## config.mk

```make
export PLATFORM = sky130hd
export DESIGN_NAME = tc_fsm_mc
export DESIGN_NICKNAME = d
export VERILOG_FILES = /design/src/rtl/tc_fsm_mc.sv
export SDC_FILE = /design/constraint.sdc
export NUM_CORES = 2
export LEC_CHECK = 0
export BUFFER_PORTS_ARGS = -buffer_cell sky130_fd_sc_hd__buf_4
export CELL_PAD_IN_SITES_DETAIL_PLACEMENT = 1
export CELL_PAD_IN_SITES_GLOBAL_PLACEMENT = 2
export CORE_AREA = 5 5 585 587
export DETAILED_ROUTE_END_ITERATION = 8
export DIE_AREA = 0 0 590 592
export GPL_ROUTABILITY_DRIVEN = 0
export PLACE_DENSITY_LB_ADDON = 0.1
export SYNTH_ARGS = -nofsm -noshare
export SYNTH_HDL_FRONTEND = slang
export SYNTH_SLANG_ARGS = --single-unit
```

## constraint.sdc

```tcl
create_clock -name clk -period 5.5 [get_ports clk]
set_input_delay 0.55 -clock clk [delete_from_list [all_inputs] [get_ports clk]]
set_output_delay 0.55 -clock clk [all_outputs]
set_load 0.03 [all_outputs]
```

## src/rtl/tc_fsm_mc.sv

```systemverilog
// tc_fsm_mc: multi-channel task controller (descriptor fetch, PF run, dispatch to the lowest idle SIMD).
// Optional build macro TC_FSM_MC_PF_BYPASS_EN: descriptors with a zero PF pointer skip the PF core.
module tc_fsm_mc #(
  parameter int ADDR_WIDTH  = 64,
  parameter int DATA_WIDTH  = 512,
  parameter int WL_LEN_BITS = 8,
  parameter int NUM_SIMD    = 4
) (
  input  logic                           clk,
  input  logic                           rst,
  output logic [ADDR_WIDTH-1:0]          MRA_req_addr,
  output logic                           MRA_rw,
  output logic                           MRA_req_valid,
  input  logic                           MRA_ready,
  input  logic [DATA_WIDTH-1:0]          MRA_rsp_data,
  input  logic                           MRA_rsp_valid,
  output logic [ADDR_WIDTH-1:0]          PF_pointer,
  output logic                           PF_reset,
  input  logic                           PF_done,
  output logic [NUM_SIMD*ADDR_WIDTH-1:0] SIMD_pointer,
  output logic [NUM_SIMD*ADDR_WIDTH-1:0] SIMD_g_arg_pointer,
  output logic [NUM_SIMD*ADDR_WIDTH-1:0] SIMD_l_arg_pointer,
  output logic [NUM_SIMD-1:0]            SIMD_reset,
  input  logic [NUM_SIMD-1:0]            SIMD_done,
  input  logic                           SN_next_op,
  input  logic [ADDR_WIDTH-1:0]          SN_next_addr,
  input  logic [WL_LEN_BITS-1:0]         SN_next_len,
  output logic                           SN_clr_next,
  output logic                           SN_req_done
);

  // state      | meaning
  // IDLE       | waiting for a work list from the signal network
  // ACK        | SN_clr_next pulse; empty list goes straight to DONE
  // FETCH_REQ  | descriptor read request held until MRA_ready
  // FETCH_WAIT | waiting for the descriptor line
  // PF_WAIT    | PF core running on the current entry
  // DISPATCH   | waiting for an idle channel, then loading it
  // DRAIN      | all entries dispatched, waiting for every channel to go idle
  // DONE       | SN_req_done pulse
  typedef enum logic [2:0] {
    S_IDLE, S_ACK, S_FETCH_REQ, S_FETCH_WAIT, S_PF_WAIT, S_DISPATCH, S_DRAIN, S_DONE
  } state_t;

  localparam logic [ADDR_WIDTH-1:0]  LINE_BYTES = ADDR_WIDTH'(DATA_WIDTH / 8);
  localparam logic [WL_LEN_BITS-1:0] IDX_ONE    = WL_LEN_BITS'(1);

  state_t                  state, state_d;
  logic [ADDR_WIDTH-1:0]   addr_q;
  logic [WL_LEN_BITS-1:0]  len_q;
  logic [WL_LEN_BITS-1:0]  idx_q;
  logic [ADDR_WIDTH-1:0]   pf_q;
  logic [ADDR_WIDTH-1:0]   simd_q;
  logic [ADDR_WIDTH-1:0]   garg_q;
  logic [ADDR_WIDTH-1:0]   larg_q;
  logic [NUM_SIMD-1:0]     busy_q;
  logic [ADDR_WIDTH-1:0]   ch_ptr  [NUM_SIMD];
  logic [ADDR_WIDTH-1:0]   ch_garg [NUM_SIMD];
  logic [ADDR_WIDTH-1:0]   ch_larg [NUM_SIMD];

  logic [NUM_SIMD-1:0]     sel_oh;
  logic                    any_idle;
  logic                    dispatch_fire;
  logic                    last_entry;
  logic                    pf_skip;
  logic                    unused_rsp_bits;

  assign unused_rsp_bits = ^MRA_rsp_data;

`ifdef TC_FSM_MC_PF_BYPASS_EN
  assign pf_skip = (MRA_rsp_data[ADDR_WIDTH-1:0] == '0);
`else
  assign pf_skip = 1'b0;
`endif

  // Lowest-index idle channel; a done pulse only frees a channel from the next cycle on.
  always_comb begin
    sel_oh   = '0;
    any_idle = 1'b0;
    for (int i = 0; i < NUM_SIMD; i++) begin
      if (!busy_q[i] && !any_idle) begin
        sel_oh[i] = 1'b1;
        any_idle  = 1'b1;
      end
    end
  end

  assign dispatch_fire = (state == S_DISPATCH) && any_idle;
  assign last_entry    = ((idx_q + IDX_ONE) == len_q);

  always_comb begin
    state_d = state;
    case (state)
      S_IDLE:       if (SN_next_op) state_d = S_ACK;
      S_ACK:        state_d = (len_q == '0) ? S_DONE : S_FETCH_REQ;
      S_FETCH_REQ:  if (MRA_ready) state_d = S_FETCH_WAIT;
      S_FETCH_WAIT: if (MRA_rsp_valid) state_d = pf_skip ? S_DISPATCH : S_PF_WAIT;
      S_PF_WAIT:    if (PF_done) state_d = S_DISPATCH;
      S_DISPATCH:   if (any_idle) state_d = last_entry ? S_DRAIN : S_FETCH_REQ;
      S_DRAIN:      if (busy_q == '0) state_d = S_DONE;
      S_DONE:       state_d = S_IDLE;
      default:      state_d = S_IDLE;
    endcase
  end

  always_ff @(posedge clk or negedge rst) begin
    if (!rst) begin
      state  <= S_IDLE;
      addr_q <= '0;
      len_q  <= '0;
      idx_q  <= '0;
      pf_q   <= '0;
      simd_q <= '0;
      garg_q <= '0;
      larg_q <= '0;
      busy_q <= '0;
      for (int i = 0; i < NUM_SIMD; i++) begin
        ch_ptr[i]  <= '0;
        ch_garg[i] <= '0;
        ch_larg[i] <= '0;
      end
    end else begin
      state <= state_d;
      if (state == S_IDLE && SN_next_op) begin
        addr_q <= SN_next_addr;
        len_q  <= SN_next_len;
        idx_q  <= '0;
      end
      if (state == S_FETCH_WAIT && MRA_rsp_valid) begin
        pf_q   <= MRA_rsp_data[ADDR_WIDTH-1:0];
        simd_q <= MRA_rsp_data[2*ADDR_WIDTH-1:ADDR_WIDTH];
        garg_q <= MRA_rsp_data[3*ADDR_WIDTH-1:2*ADDR_WIDTH];
        larg_q <= MRA_rsp_data[4*ADDR_WIDTH-1:3*ADDR_WIDTH];
      end
      if (dispatch_fire) begin
        idx_q  <= idx_q + IDX_ONE;
        addr_q <= addr_q + LINE_BYTES;
      end
      busy_q <= (busy_q & ~SIMD_done) | (dispatch_fire ? sel_oh : '0);
      for (int i = 0; i < NUM_SIMD; i++) begin
        if (dispatch_fire && sel_oh[i]) begin
          ch_ptr[i]  <= simd_q;
          ch_garg[i] <= garg_q;
          ch_larg[i] <= larg_q;
        end
      end
    end
  end

  assign MRA_req_addr  = addr_q;
  assign MRA_rw        = 1'b0;
  assign MRA_req_valid = (state == S_FETCH_REQ);
  assign PF_pointer    = pf_q;
  assign PF_reset      = (state != S_PF_WAIT);
  assign SN_clr_next   = (state == S_ACK);
  assign SN_req_done   = (state == S_DONE);
  assign SIMD_reset    = ~busy_q;

  for (genvar g = 0; g < NUM_SIMD; g++) begin : g_ch_out
    assign SIMD_pointer[g*ADDR_WIDTH +: ADDR_WIDTH]       = ch_ptr[g];
    assign SIMD_g_arg_pointer[g*ADDR_WIDTH +: ADDR_WIDTH] = ch_garg[g];
    assign SIMD_l_arg_pointer[g*ADDR_WIDTH +: ADDR_WIDTH] = ch_larg[g];
  end

endmodule
```

==> flow_summary.ini <==
[place]
dp.cells = 8721
post-dp-hpwl_mm = 174
post-place-ws_ns = 1.89
portBuffers = 1241

[sta]
relSlewSlack = 0.275
fin_tns_setup_ns = 0
final.setup.worst_slack_ns = 2.08
rsz0062_at_grt = no
fin_crit_ns = 3.42
finalSetupViolCount = 0
min_period_over_period = 0.622
fmax_mhz = 292
slew_viol_final = 0
finalHoldViolations = 0
fin_skew_ns = 0.0528
worst_pin_slew_ns = 1.09

[worst_setup_path]
crit_buf_inv = 2
crit_slowest_cell = a21o_2
path_cells = nand3b_1 > a21o_2 > buf_4 > buf_4 > nor2_1 > o21ai_0 > o311ai_0
critPathKind = flop to flop
critPathLaunchType = flop
critPathArrivalTime_ns = 4.07
crit_family = compound AO/OA/AOI/OAI gates
worstPathRequired_ns = 6.15
endpoint_kind = flop
critPathLaunch = state[1]
path_common_cell = buf_4
cpPeakStageDelay_ns = 0.84
critPathMaxFanout = 43
r2r_start = state[1]

[logic_synthesis]
synth-seq-area-share = 0.649
ys.flop_type = dfrtp_1
synthArstFlopShare = 1.00
ys_seq_elements = 1111
netlist_instances = 3179
yosys.area.top_type = dfrtp_1
synth_top_cells_by_area = dfrtp_1 (65%), mux2_2 (22%), nand2_1 (6.1%)
synth_edf_count = 0
synth_area_um2 = 42800
synth_top_cell_area_share = 0.649
avgSynthCellArea_um2 = 13.5
yosys.cell_types.count = 54
syn_nets = 3775
synth_warnings = 0

[power]
p_seq_frac = 0.361
p_sw_uw = 15600
power.total_uw = 38200
clkPwrFrac = 0.274
leakagePower_uw = 0.0314
p_comb_frac = 0.365
swShare = 0.408
internal-power_uw = 22600
cellPowerDensity_nw_per_um2 = 575
peakVddDrop_v = 0.000260

[final_layout]
final_cell_mix = buf_4 (1,285), dfrtp_1 (1,111), mux2_2 (833)
drive_gt1_frac = 0.488
fill_cells = 37700
fin_nets = 5407
syn2layout_area_growth_pct = 54.9
fin_cells = 9361
layout_commonest_cell = buf_4

[cts]
root_buffer = clkbuf_16
cts_buffer_depth = 4
tritoncts = built
path_clk_slew_ns = 0.05
cts_resized = 0
cts_setup_buffers = 0
h-tree-depth = 4
clkSinkCount = 1111
cts_hold_buf = 333
cts-buffers-inserted = 162
clk-insertion-delay-late_ns = 0.85

[grt]
grt_overflow = 0
grt_pass1_vias = 35600
grt_pass1_wl_mm = 321
track_usage = 0.131
antenna_found_initial = 46
grt_max_degree = 140

[job]
maxCapViolations = 0

[drt]
via_count = 32000
route.detailed.wl_per_inst_um = 25.3
wirelength_mm = 236
route.detailed.drc = 0
vias_per_cell = 3.42
postRouteAntennaNets = 0
first_pass_iters = 5
drtIter0Drc = 1021

[outcome]
status = finished clean

[die]
fp.dieH_um = 592
die_x_um = 590
die_area_um2 = 349000
coreArea_um2 = 336000
io_pins = 1499
initial_core_util = 0.128
num_rows = 213

[hold_path]
hold_path.class = input port to flop
hold_start = MRA_rsp_valid
[registers in the layout (all words and copies together) (netlist names)]
| name | count |
|---|---|
| garg_q | 64 |
| busy_q | 4 |
| MRA_req_addr | 64 |
| simd_q | 64 |
| larg_q | 64 |
| len_q | 8 |
| SIMD_g_arg_pointer | 256 |
| PF_pointer | 64 |
| SIMD_l_arg_pointer | 256 |
| state | 3 |
| idx_q | 8 |
| SIMD_pointer | 256 |
[worst paths after layout]
| path | slack [ns] | to | depth (start not counted) |
|---|---|---|---|
| worst max-delay path | 2.08 | MRA_req_addr[27] | 7 |
| min in group asynchronous | 0.21 | SIMD_pointer[32] | 2 |
| max in group asynchronous | 3.54 | MRA_req_addr[45] | 3 |
| worst min-delay path | 0.13 | state[1] | 3 |
| worst max register to register | 2.08 | MRA_req_addr[27] | 7 |
| worst min register to register | 0.46 | SIMD_g_arg_pointer[202] | 2 |
[kinds of logic after synthesis]
logic type               Yosys count  share of synthesized area
AND/OR/NAND/NOR                  880                     0.0864
adder cells (fa/ha/maj)            2                   0.000584
XOR/XNOR                          13                    0.00266
AO/OA/AOI/OAI                    148                     0.0234
multiplexers                     836                      0.220
flip-flops                      1111                      0.649
buffers and inverters            188                     0.0185
other                              1                  0.0000875
[worst min-delay path: stages]
cell,delay [ns]
buf_4,0.09
o21ai_0,0.07
a21o_1,0.17
[stage by stage]
| stage | hold WS [ns] | util | instance area [µm²] |
|---|---|---|---|
| after floorplan | 0.254 | - | 42800 |
| after global placement | 0.454 | 0.172 | 57800 |
| after detailed placement | 0.458 | 0.172 | 57800 |
| after CTS | 0.0101 | 0.197 | 66300 |
| after global routing | 0.0598 | 0.198 | 66300 |
| final | 0.126 | 0.198 | 66400 |
[synth_stat cells (3+ instances only)]
cell and count:
clkbuf_1 104, buf_2 63, and3_2 3, nand3_2 4, xor2_1 6, nor2_1 28
o31ai_1 5, a21o_1 3, nor4_1 9, a21oi_1 15, inv_1 14, nor3_1 8
a22oi_1 6, mux2_2 833, o21ai_0 43, or4_1 3, nor3b_1 3, nand4_1 18
o211ai_1 22, and3_1 16, o311ai_0 21, a31oi_1 12, and4_1 9, and2_1 3
buf_1 5, a221o_1 5, dfrtp_1 1111, o311ai_1 4, or3_1 6, xnor2_1 7
nand3_1 54, mux2i_1 3, nand2_1 700, o21bai_1 4
[layout make-up]
cell class,count,area [µm²],share of cell area
Sequential cell,1111,27800,0.419
Inverter,14,52.6,0.000792
Antenna cell,25,62.6,0.000943
Clock inverter,31,323,0.00486
Timing Repair Buffer,1642,13500,0.203
Clock buffer,251,4840,0.0729
Multi-Input combinational cell,1880,14300,0.216
Tap cell,4407,5510,0.0831
[power by group through the flow]
stage / sequential, µW / clock [µW] / combinational, µW
6_report: 13800 / 10500 / 13900
5_1_grt: 14300 / 11300 / 14900
4_1_cts: 14000 / 11000 / 14400
3_5_place_dp: 14100 / 0 / 14100
3_3_place_gp: 14100 / 0 / 14100
2_1_floorplan: 16500 / 0 / 3970
[metal layers]
layer | GRT usage | share of wire | up-vias
li1 | - | - | 14300
met1 | 0.154 | 0.40 | 16400
met2 | 0.211 | 0.46 | 1050
met3 | 0.0649 | 0.11 | 276
met4 | 0.0356 | 0.028 | 28
met5 | 0 | 0.00071 | -
Note: power is estimated with default switching activity, not from simulation.
